[src/rtl/pipeline_pkg.sv]
// Shared definitions for the pipeline hazard/sequencing controller.
// Holds the controller FSM encodings, forwarding-select encodings and the
// core's instruction-field widths.
package pipeline_pkg;

    localparam int unsigned AWIDTH       = 5;
    localparam int unsigned OPCODE_WIDTH = 6;
    localparam int unsigned FUNCT_WIDTH  = 6;
    localparam int unsigned FWD_WIDTH    = 2;

    // Controller FSM states
    typedef enum logic [1:0] {
        ST_RUN     = 2'd0,
        ST_MD_WAIT = 2'd1,
        ST_HALT    = 2'd2
    } pl_state_e;

    // Execute-stage operand source selects
    localparam logic [FWD_WIDTH-1:0] FWD_RF = 2'b00;
    localparam logic [FWD_WIDTH-1:0] FWD_MS = 2'b01;
    localparam logic [FWD_WIDTH-1:0] FWD_WS = 2'b10;

endpackage

[src/rtl/forward_unit.sv]
// Combinational operand-forwarding comparator for both execute operands.
// Ports:
//   es_rs, es_rt          - source registers of the instruction in execute
//   ms_rd, ms_regwrite    - memory-stage destination and write enable
//   ws_rd, ws_regwrite    - writeback-stage destination and write enable
//   fwd_a, fwd_b          - operand selects (regfile / memory / writeback)
module forward_unit
    import pipeline_pkg::*;
#(
    parameter int unsigned AWIDTH = pipeline_pkg::AWIDTH
) (
    input  logic [AWIDTH-1:0]    es_rs,
    input  logic [AWIDTH-1:0]    es_rt,
    input  logic [AWIDTH-1:0]    ms_rd,
    input  logic                 ms_regwrite,
    input  logic [AWIDTH-1:0]    ws_rd,
    input  logic                 ws_regwrite,
    output logic [FWD_WIDTH-1:0] fwd_a,
    output logic [FWD_WIDTH-1:0] fwd_b
);

    // Memory stage holds the younger result, so it wins over writeback.
    // Register 0 is hardwired and never forwarded.
    function automatic logic [FWD_WIDTH-1:0] pick_src(input logic [AWIDTH-1:0] src);
        logic [FWD_WIDTH-1:0] sel;
        sel = FWD_RF;
        if (ms_regwrite && (ms_rd != '0) && (ms_rd == src)) begin
            sel = FWD_MS;
        end else if (ws_regwrite && (ws_rd != '0) && (ws_rd == src)) begin
            sel = FWD_WS;
        end
        return sel;
    endfunction

    always_comb begin
        fwd_a = pick_src(es_rs);
        fwd_b = pick_src(es_rt);
    end

endmodule

[src/rtl/pipeline_control.sv]
// Hazard and sequencing controller for the 5-stage pipeline.
// Produces stage enables and bubble strobes for fetch/decode/execute,
// resolves load-use, taken-branch and mul/div hazards, supplies execute
// forwarding selects and counts fetch-stall cycles (saturating).
// Ports:
//   pl_clk, pl_rst                       - clock, async active-high reset
//   pl_i_ds_*, pl_i_es_*, pl_i_ms_*,
//   pl_i_ws_*                            - per-stage register/control info
//   pl_i_md_done, pl_i_halt              - mul/div completion, halt request
//   pl_o_fs_ce/ds_ce/es_ce               - stage advance enables (comb)
//   pl_o_ds_flush/es_flush               - bubble strobes (comb)
//   pl_o_fwd_a/fwd_b                     - operand selects (comb)
//   pl_o_stall_cnt                       - saturating stall-cycle count
//   pl_o_halted                          - controller is halted
module pipeline_control
    import pipeline_pkg::*;
#(
    parameter int unsigned AWIDTH    = pipeline_pkg::AWIDTH,
    parameter int unsigned CNT_WIDTH = 16
) (
    input  logic                 pl_clk,
    input  logic                 pl_rst,
    input  logic [AWIDTH-1:0]    pl_i_ds_rs,
    input  logic [AWIDTH-1:0]    pl_i_ds_rt,
    input  logic [AWIDTH-1:0]    pl_i_es_rs,
    input  logic [AWIDTH-1:0]    pl_i_es_rt,
    input  logic [AWIDTH-1:0]    pl_i_es_rd,
    input  logic                 pl_i_es_memread,
    input  logic                 pl_i_es_change_pc,
    input  logic                 pl_i_es_md_start,
    input  logic                 pl_i_md_done,
    input  logic [AWIDTH-1:0]    pl_i_ms_rd,
    input  logic [AWIDTH-1:0]    pl_i_ws_rd,
    input  logic                 pl_i_ms_regwrite,
    input  logic                 pl_i_ws_regwrite,
    input  logic                 pl_i_halt,
    output logic                 pl_o_fs_ce,
    output logic                 pl_o_ds_ce,
    output logic                 pl_o_es_ce,
    output logic                 pl_o_ds_flush,
    output logic                 pl_o_es_flush,
    output logic [FWD_WIDTH-1:0] pl_o_fwd_a,
    output logic [FWD_WIDTH-1:0] pl_o_fwd_b,
    output logic [CNT_WIDTH-1:0] pl_o_stall_cnt,
    output logic                 pl_o_halted
);

    localparam logic [CNT_WIDTH-1:0] CNT_MAX = '1;

    pl_state_e            state;
    pl_state_e            state_nx;
    logic                 halt_pend;
    logic                 halt_req;
    logic                 load_use;
    logic [FWD_WIDTH-1:0] fwd_a_raw;
    logic [FWD_WIDTH-1:0] fwd_b_raw;

    forward_unit #(
        .AWIDTH(AWIDTH)
    ) u_forward_unit (
        .es_rs       (pl_i_es_rs),
        .es_rt       (pl_i_es_rt),
        .ms_rd       (pl_i_ms_rd),
        .ms_regwrite (pl_i_ms_regwrite),
        .ws_rd       (pl_i_ws_rd),
        .ws_regwrite (pl_i_ws_regwrite),
        .fwd_a       (fwd_a_raw),
        .fwd_b       (fwd_b_raw)
    );

    assign load_use = pl_i_es_memread && (pl_i_es_rd != '0) &&
                      ((pl_i_es_rd == pl_i_ds_rs) || (pl_i_es_rd == pl_i_ds_rt));

    // A halt seen while waiting on mul/div is remembered and acted on in RUN.
    assign halt_req = pl_i_halt || halt_pend;

    // State register
    always_ff @(posedge pl_clk or posedge pl_rst) begin
        if (pl_rst) begin
            state <= ST_RUN;
        end else begin
            state <= state_nx;
        end
    end

    // Deferred halt capture
    always_ff @(posedge pl_clk or posedge pl_rst) begin
        if (pl_rst) begin
            halt_pend <= 1'b0;
        end else if ((state == ST_MD_WAIT) && pl_i_halt) begin
            halt_pend <= 1'b1;
        end else if (state == ST_RUN) begin
            halt_pend <= 1'b0;
        end
    end

    // Next state and stage controls
    always_comb begin
        state_nx      = state;
        pl_o_fs_ce    = 1'b0;
        pl_o_ds_ce    = 1'b0;
        pl_o_es_ce    = 1'b0;
        pl_o_ds_flush = 1'b0;
        pl_o_es_flush = 1'b0;
        pl_o_fwd_a    = fwd_a_raw;
        pl_o_fwd_b    = fwd_b_raw;

        unique case (state)
            ST_RUN: begin
                if (halt_req) begin
                    state_nx = ST_HALT;
                end else if (pl_i_es_change_pc) begin
                    // Squash the wrong-path instructions; a load-use consumer
                    // among them is irrelevant.
                    pl_o_fs_ce    = 1'b1;
                    pl_o_ds_ce    = 1'b1;
                    pl_o_es_ce    = 1'b1;
                    pl_o_ds_flush = 1'b1;
                    pl_o_es_flush = 1'b1;
                end else if (pl_i_es_md_start) begin
                    state_nx = ST_MD_WAIT;
                end else if (load_use) begin
                    // Hold fetch/decode, let the load advance with a bubble behind it.
                    pl_o_es_ce    = 1'b1;
                    pl_o_es_flush = 1'b1;
                end else begin
                    pl_o_fs_ce = 1'b1;
                    pl_o_ds_ce = 1'b1;
                    pl_o_es_ce = 1'b1;
                end
            end
            ST_MD_WAIT: begin
                if (pl_i_md_done) begin
                    state_nx = ST_RUN;
                end
            end
            ST_HALT: begin
                state_nx = ST_HALT;
            end
            default: begin
                state_nx = ST_RUN;
            end
        endcase

        if (pl_rst) begin
            pl_o_fs_ce    = 1'b0;
            pl_o_ds_ce    = 1'b0;
            pl_o_es_ce    = 1'b0;
            pl_o_ds_flush = 1'b0;
            pl_o_es_flush = 1'b0;
            pl_o_fwd_a    = FWD_RF;
            pl_o_fwd_b    = FWD_RF;
        end
    end

    // Saturating fetch-stall counter, frozen while halted
    always_ff @(posedge pl_clk or posedge pl_rst) begin
        if (pl_rst) begin
            pl_o_stall_cnt <= '0;
        end else if (!pl_o_fs_ce && (state != ST_HALT) && (pl_o_stall_cnt != CNT_MAX)) begin
            pl_o_stall_cnt <= pl_o_stall_cnt + CNT_WIDTH'(1);
        end
    end

    assign pl_o_halted = (state == ST_HALT);

endmodule

[config.mk]
export PLATFORM = sky130hd
export DESIGN_NAME = pipeline_control
export DESIGN_NICKNAME = d
export VERILOG_FILES = /design/src/rtl/pipeline_pkg.sv /design/src/rtl/forward_unit.sv /design/src/rtl/pipeline_control.sv
export SDC_FILE = /design/constraint.sdc
export NUM_CORES = 1
export LEC_CHECK = 0
export BUFFER_PORTS_ARGS = -buffer_cell sky130_fd_sc_hd__buf_2
export CORE_MARGIN = 5
export CORE_UTILIZATION = 46
export CTS_CLUSTER_DIAMETER = 80
export DETAILED_ROUTE_END_ITERATION = 10
export PLACE_DENSITY = 0.8
export SLEW_MARGIN = 20
export SYNTH_ARGS = -nofsm -noshare
export SYNTH_HDL_FRONTEND = slang
export SYNTH_SLANG_ARGS = --single-unit
[constraint.sdc]
create_clock -name pl_clk -period 2.9 [get_ports pl_clk]
set_input_delay 0.58 -clock pl_clk [delete_from_list [all_inputs] [get_ports pl_clk]]
set_output_delay 0.58 -clock pl_clk [all_outputs]
set_load 0.005 [all_outputs]
# [Yosys cells after proc, flatten, opt, wreduce, memory -nomap -nowiden]
# Index checks and enable logic that the tools add are counted.
# W data, S select, Z words.
[word_totals] reg_bits=19 latch_bits=0 mem_bits_rw=0 rom_bits=0 out_inout_bits=26 mem_count=0
[classes] add_sub_neg=1 n_mul=0 div_mod_pow=0 order_cmp=0 n_eq_ne=13 shifts=0 n_mux=34 bitwise=0 reduce_logical=20
[op_table] op="$eq A5 B5 Y1" count=6
[op_table] op="$mux W1" count=23
[op_table] op="$mux W2" count=10
[op_table] op="$add A16 B1 Y16 const B" count=1
[op_table] op="$ne A16 B16 Y1 const B" count=1
[op_table] op="$reduce_bool A5 Y1" count=3
[op_table] op="$logic_and A1 B1 Y1" count=11
[op_table] op="$ne A3 B3 Y1 const B" count=2
[op_table] op="$pmux W2 S3" count=1
[op_table] op="$ne A2 B2 Y1 const B" count=2
[op_table] op="$reduce_and A3 Y1" count=1
[op_table] op="$eq A2 B1 Y1 const B" count=1
[op_table] op="$eq A2 B2 Y1 const B" count=1
[op_table] op="$logic_not A2 Y1" count=1
[op_table] op="$logic_or A1 B1 Y1" count=2
[op_table] op="$reduce_bool A2 Y1" count=1
[op_table] op="$logic_not A1 Y1" count=1

# [Depth between registers and ports, before layout]
# Gate-level depths: netlist of run 1.
[logic_depth] ltp_word=12 mapped_depth=7

# [Cells and area by module]
# A second synthesis of run 1 with hierarchy kept.
[unflattened] hier_cells=153 area_unflattened_um2=1377.6
[by_module_without_submodules] module="pipeline_control" n_inst=1 cells_per_inst=119 area_each_um2=1119.8
[by_module_without_submodules] module="forward_unit" n_inst=1 cells_per_inst=34 area_each_um2=257.7

# [Worst setup path before layout of run 1]
# No wires, ideal clock.
[synth_timing] path_kind="input port to output port" from="input port pl_rst" to="output port pl_o_fwd_a[1]" t_arrival_ns=1.927 t_required_ns=2.320 setup_slack_ns=0.393 stages=4 path_buffers=0 cell_sequence="inv_1 -> o211ai_1 -> or4_1 -> nor4_1"
[synth_via] elab_chain_cells=1
[synth_lines] item="start, declared" line="pipeline_control.sv:22" text="input logic pl_rst,"
[synth_lines] item="$mux W2" line="pipeline_control.sv:145" text="if (pl_rst) begin"
[synth_lines] item="end, declared" line="pipeline_control.sv:42" text="output logic [FWD_WIDTH-1:0] pl_o_fwd_a,"
# No other way between the ends.

# [Final worst setup path of run 1]
[layout_timing] from="input port pl_i_ms_rd[1]" to="output port pl_o_fwd_b[1]"
[layout_via] elab_chain_cells=5 elab_cells_between_ends=6
[layout_lines] item="start, declared" line="pipeline_control.sv:32" text="input logic [AWIDTH-1:0] pl_i_ms_rd,"
[layout_lines] item="$reduce_bool A5 Y1" line="forward_unit.sv:27" text="if (ms_regwrite && (ms_rd != '0) && (ms_rd == src)) begin"
[layout_lines] item="$logic_and A1 B1 Y1" line="forward_unit.sv:27"
[layout_lines] item="$logic_and A1 B1 Y1 *" line="forward_unit.sv:27"
[layout_lines] item="$mux W2 *" line="forward_unit.sv:27"
[layout_lines] item="$mux W2 *" line="pipeline_control.sv:145"
[layout_lines] item="end, declared" line="pipeline_control.sv:43" text="output logic [FWD_WIDTH-1:0] pl_o_fwd_b,"
# Every way passes the cells marked *; elsewhere a longest branch is shown, timed or not.

==> results of run 1 <==
[Yosys cell counts]
library cell and instances:
nand4b_1 1, nand2_1 10, nor3b_1 1, or2_2 1, o21ai_0 1, dfrtp_1 19, mux2_2 1, o21ai_1 1
nand3_1 11, buf_4 1, nor4_1 7, nor2_2 1, mux2_1 1, inv_1 6, o31ai_2 1, buf_6 1
nor2_1 11, a211oi_4 1, and3_1 2, or3_1 1, mux2_4 1, nand4_1 1, o211ai_1 1, nor3_1 8
xnor2_1 21, ha_1 1, o22ai_1 2, xor2_1 23, nand2b_1 1, nor4b_1 3, a21oi_1 5, or4_1 6
nor4_2 1
[state kept, by name, summed over array words and instances, names as in the netlist]
signal,flops
halt_pend,1
state,2
pl_o_stall_cnt,16
[power groups by stage]
| stage | logic, mW | registers [mW] | clock network (mW) |
|---|---|---|---|
| after floorplan | 0.0896 | 0.309 | 0 |
| after global placement | 0.166 | 0.310 | 0 |
| after detailed placement | 0.167 | 0.310 | 0 |
| after CTS | 0.169 | 0.305 | 0.144 |
| after global routing | 0.192 | 0.308 | 0.153 |
| final | 0.166 | 0.305 | 0.138 |
[cell families (layout without fill, tap and decap cells)]
| logic type | Yosys count | in the layout | share of synthesized area |
|---|---|---|---|
| and+or+nand+nor | 66 | 66 | 0.2581 |
| xor gates and xnor gates | 44 | 44 | 0.2750 |
| DFF | 19 | 19 | 0.3393 |
| AOI/OAI and AO/OA | 12 | 12 | 0.06249 |
| buffers and inverters | 8 | 81 | 0.02946 |
| muxes | 3 | 3 | 0.02678 |
| adders and majority gates | 1 | 1 | 0.008927 |
[per-stage QoR]
stage	instance area, um2	cells
floorplan	1401	153
global placement	1784	255
detailed placement	1784	255
CTS	1812	259
global route	1812	259
finish	1812	259
[layer usage]
| layer | vias up | wire length, um | global-route usage |
|---|---|---|---|
| li1 | 681 | - | - |
| met1 | 627 | 1336 | 0.1874 |
| met2 | 49 | 1722 | 0.3173 |
| met3 | 3 | 261 | 0.03590 |
| met4 | 0 | 37 | 0.04663 |
| met5 | - | 0 | 0 |
[cell type report]
| cell class | instances | area, um2 | area share |
|---|---|---|---|
| clock buffers | 3 | 22.52 | 0.01243 |
| clock inverters | 1 | 5.005 | 0.002762 |
| inverters | 6 | 22.52 | 0.01243 |
| multi-input cells | 126 | 884.6 | 0.4883 |
| flip-flops and latches | 19 | 475.5 | 0.2624 |
| well taps | 33 | 41.29 | 0.02279 |
| repair buffers | 71 | 360.3 | 0.1989 |
[worst max-delay path: cells and delay by family]
family                 cells  cell delay, ns
buffers and inverters      2            0.28
and+or+nand+nor            3            0.90
AOI/OAI and AO/OA          1            0.36
[final timing paths]
check	to	cells after the start
setup / recovery	pl_o_fwd_b[1]	6
hold / removal	state[1]$_DFFE_PP0P_	3
setup reg to reg	pl_o_stall_cnt[1]$_DFFE_PP0P_	6
hold reg to reg	state[0]$_DFFE_PP0P_	1
max in group asynchronous	pl_o_stall_cnt[14]$_DFFE_PP0P_	3
min in group pl_clk	state[0]$_DFFE_PP0P_	1
==> impl_metrics.toml, run 1 <==
[status]
status = "completed"

[clock_network]
cts_buffers = 3
htreeDepth = 1
cts_resized = 0
cts.clk_slew.worst_paths_ns = 0.11
cts_hold_buf = 0
cts_tree = "built"
cts_sinks = 19
cts_buffer_depth = 2
cts-root-buf = "clkbuf_4"
cts_setup_buffers = 0
clk_latency_ns = 0.31

[routing]
drt_iter0_markers = 70
vias = 1360
first_pass_iters = 4
vias_per_cell = 5.251
wl_mm = 3.358
avgRoutedWirePerCell_um = 12.97
drc = 0
ant_nets = 0

[synthesis]
ys_top_cells_by_area = "dfrtp_1, xor2_1, xnor2_1"
ys_types = 33
yosys_warnings = 0
syn_nets = 198
synth_cells = 153
yosysTopAreaCellShare = 0.3393
yosysTopAreaCell = "dfrtp_1"
ys_seq_area_frac = 0.3393
syn_area_um2 = 1401
yosys_register_bits = 19
synth.avg_cell_area_um2 = 9.159

[setup_path]
cp_slowest_cell = "or4_1"
cp-start-kind = "primary input"
timing.rr.start = "pl_o_stall_cnt[0]$_DFFE_PP0P_"
cp_max_fo = 4
arrival_ns = 2.12
crit_top_cell = "buf_2"
max_stage_delay_ns = 0.51
reg2reg_slack_ns = 0.83
startpoint = "pl_i_ms_rd[1]"
worstPathRequired_ns = 2.32
path_class = "in2out"
cp_cell_sequence = "buf_2, or4_1, o21ai_0, nor3_1, nor4_1, buf_2"
cp-end-kind = "output pin"

[timing]
fmax_mhz = 370.7
rsz0062_at_grt = "false"
skew_ns = 0.002610
maxSlewViolCount = 0
setup_violations = 0
slew_headroom = 0.5333
final.setup.worst_slack_ns = 0.2024
finalHoldViolCount = 0
tns_ns = 0
fin_hold_ws_ns = 0.3430
period_needed_ns = 2.698
worstMarginPinSlew_ns = 0.6958
finalCritPeriodShare = 0.9302

[global_routing]
antenna_found_initial = 0
first_global_vias = 1399
grt_max_degree = 20
grt_pass1_wl_mm = 5.775
track_usage = 0.1680
overflow = 0

[pwr]
switchingPower_mw = 0.1862
p_leak_nw = 0.9445
p_seq_frac = 0.500
p_int_mw = 0.4223
peakVddDrop_mv = 0.1491
p_total_mw = 0.6085
p_sw_frac = 0.3060
comb_power_share = 0.273
clock_power_share = 0.226
p_per_area_nw_per_um2 = 335.9

[floorplanning]
core_area_um2 = 2978
rows = 20
dieWidth_um = 65.20
die_area_um2 = 4250
pin_count = 70
initial_core_util = 0.4706
die_h_um = 65.20

[final_layout]
final_cell_mix = "buf_2, xor2_1, xnor2_1, dfrtp_1"
layout-area-overhead-vs-synth_pct = 29.29
drive_gt1_frac = 0.3628
nFillCells = 259
n_antenna_cell = 0
nets = 272
postLayoutCoreUtil = 0.6084
layout_commonest_cell = "buf_2"

[place]
place_ws_ns = 0.1979
gp_congestion = 0.8130
port_buffers = 69
dp_hpwl_mm = 2.828

[job]
cap_violations = 0

[min_path]
worstHoldPathType = "in2async"
(Power assumes the default switching activity.)
==> inputs of run 2 (changes only) <==
--- a/config.mk
+++ b/config.mk
@@ -11,6 +11,7 @@
 export CTS_CLUSTER_DIAMETER = 80
 export DETAILED_ROUTE_END_ITERATION = 10
 export PLACE_DENSITY = 0.8
+export REMOVE_ABC_BUFFERS = 1
 export SLEW_MARGIN = 20
 export SYNTH_ARGS = -nofsm -noshare
 export SYNTH_HDL_FRONTEND = slang
==> impl_metrics.toml, run 2 (synthesis gave the netlist of run 1 again) <==
[status]
status = "completed"

[setup_path]
cp_slowest_cell = "or4_1"
arrival_ns = 2.10
cp-end-kind = "output pin"
cp-start-kind = "primary input"
cp_max_fo = 4
worstPathRequired_ns = 2.32
max_stage_delay_ns = 0.50
crit_top_cell = "buf_2"
cp_cell_sequence = "buf_2, or4_1, o21ai_0, nor3_1, nor4_1, buf_2"
path_class = "in2out"

[floorplanning]
die_h_um = 65.20
rows = 20
dieWidth_um = 65.20
die_area_um2 = 4250
initial_core_util = 0.4706
core_area_um2 = 2978
pin_count = 70

[pwr]
switchingPower_mw = 0.1848
clock_power_share = 0.217
comb_power_share = 0.281
p_sw_frac = 0.3044
p_per_area_nw_per_um2 = 335.1
p_total_mw = 0.6071
peakVddDrop_mv = 0.1469
p_int_mw = 0.4223
p_leak_nw = 0.9445
p_seq_frac = 0.502

[timing]
setup_violations = 0
worstMarginPinSlew_ns = 0.7116
maxSlewViolCount = 0
skew_ns = 0.006180
final.setup.worst_slack_ns = 0.2216
finalCritPeriodShare = 0.9236
slew_headroom = 0.5228
finalHoldViolCount = 0
fmax_mhz = 373.4
rsz0062_at_grt = "false"
tns_ns = 0
period_needed_ns = 2.678

[global_routing]
gr-usage-met1 = 0.1825
grt_max_degree = 20
grt_pass1_wl_mm = 5.409
first_global_vias = 1318
antenna_found_initial = 0
met3_usage = 0.03248
overflow = 0
grt-busiest-layer = "met2"
met2_usage = 0.2845
track_usage = 0.1552

[routing]
avgRoutedWirePerCell_um = 12.86
vias_per_cell = 5.228
drt_iter0_markers = 50
first_pass_iters = 4
wl_mm = 3.332
ant_nets = 0
vias = 1354
drc = 0

[clock_network]
clk_latency_ns = 0.29
cts-root-buf = "clkbuf_4"
cts_hold_buf = 0
cts_buffer_depth = 2
cts_buffers = 3
cts_sinks = 19
cts_setup_buffers = 0
cts_resized = 0
htreeDepth = 1
cts_tree = "built"
cts.clk_slew.worst_paths_ns = 0.11

[final_layout]
regMostFlops = "pl_o_stall_cnt"
largest_reg_flops = 16
final_cell_mix = "buf_2, xor2_1, xnor2_1, dfrtp_1"
layout-area-overhead-vs-synth_pct = 29.29
layout_commonest_cell = "buf_2"
nets = 272
largest_registers = "pl_o_stall_cnt: 16 flops, state: 2 flops, halt_pend: 1 flops"
n_antenna_cell = 0
drive_gt1_frac = 0.3628

[job]
cap_violations = 0

[place]
place_ws_ns = 0.2341
dp_hpwl_mm = 2.855
gp_congestion = 0.7838
port_buffers = 69

[min_path]
worstHoldPathType = "in2async"
==> run 2: worst max-delay path: cells and delay by family <==
kind | cells | cell delay (ns)
AND/OR/NAND/NOR | 3 | 0.89
buffers and inverters | 2 | 0.28
AO/OA/AOI/OAI | 1 | 0.35
==> run 2: power by group through the flow <==
stage,Clock (mW),Sequential [mW],Combinational (mW)
2_1_floorplan,0,0.309,0.0896
3_3_place_gp,0,0.310,0.169
3_5_place_dp,0,0.310,0.170
4_1_cts,0.134,0.305,0.172
5_1_grt,0.144,0.309,0.188
6_report,0.132,0.305,0.171
==> run 2: stage by stage <==
stage	hold slack, ns	util	std cells	instance area, um2
detailed placement	0.4823	0.5992	255	1784
global route	0.3981	0.6084	259	1812
floorplan	0.4636	-	151	1383
global placement	0.4824	0.5992	255	1784
CTS	0.3694	0.6084	259	1812
finish	0.3618	0.6084	259	1812
==> run 2: area by class of cell <==
cell class | count | area (um2)
Sequential cell | 19 | 475.5
Clock inverter | 1 | 5.005
Timing Repair Buffer | 71 | 360.3
Multi-Input combinational cell | 126 | 884.6
Clock buffer | 3 | 22.52
Tap cell | 33 | 41.29
Inverter | 6 | 22.52
Fill cell | 284 | 1166
==> run 2: worst paths after layout <==
kind	from	endpoint	slack (ns)	cells after the start
setup / recovery	pl_i_ms_rd[1]	pl_o_fwd_a[1]	0.22	6
hold / removal	pl_rst	pl_o_stall_cnt[5]$_DFFE_PP0P_	0.36	3
setup reg to reg	pl_o_stall_cnt[0]$_DFFE_PP0P_	pl_o_stall_cnt[1]$_DFFE_PP0P_	0.80	6
hold reg to reg	pl_o_stall_cnt[4]$_DFFE_PP0P_	pl_o_stall_cnt[4]$_DFFE_PP0P_	0.50	1
max in group asynchronous	pl_rst	pl_o_stall_cnt[1]$_DFFE_PP0P_	2.34	3
min in group pl_clk	pl_o_stall_cnt[4]$_DFFE_PP0P_	pl_o_stall_cnt[4]$_DFFE_PP0P_	0.50	1
==> run 2: layer usage <==
layer | up-vias | share of wire
li1 | 684 | -
met4 | 0 | 0.014
met5 | - | 0
met1 | 615 | 0.40
met2 | 49 | 0.50
met3 | 6 | 0.079
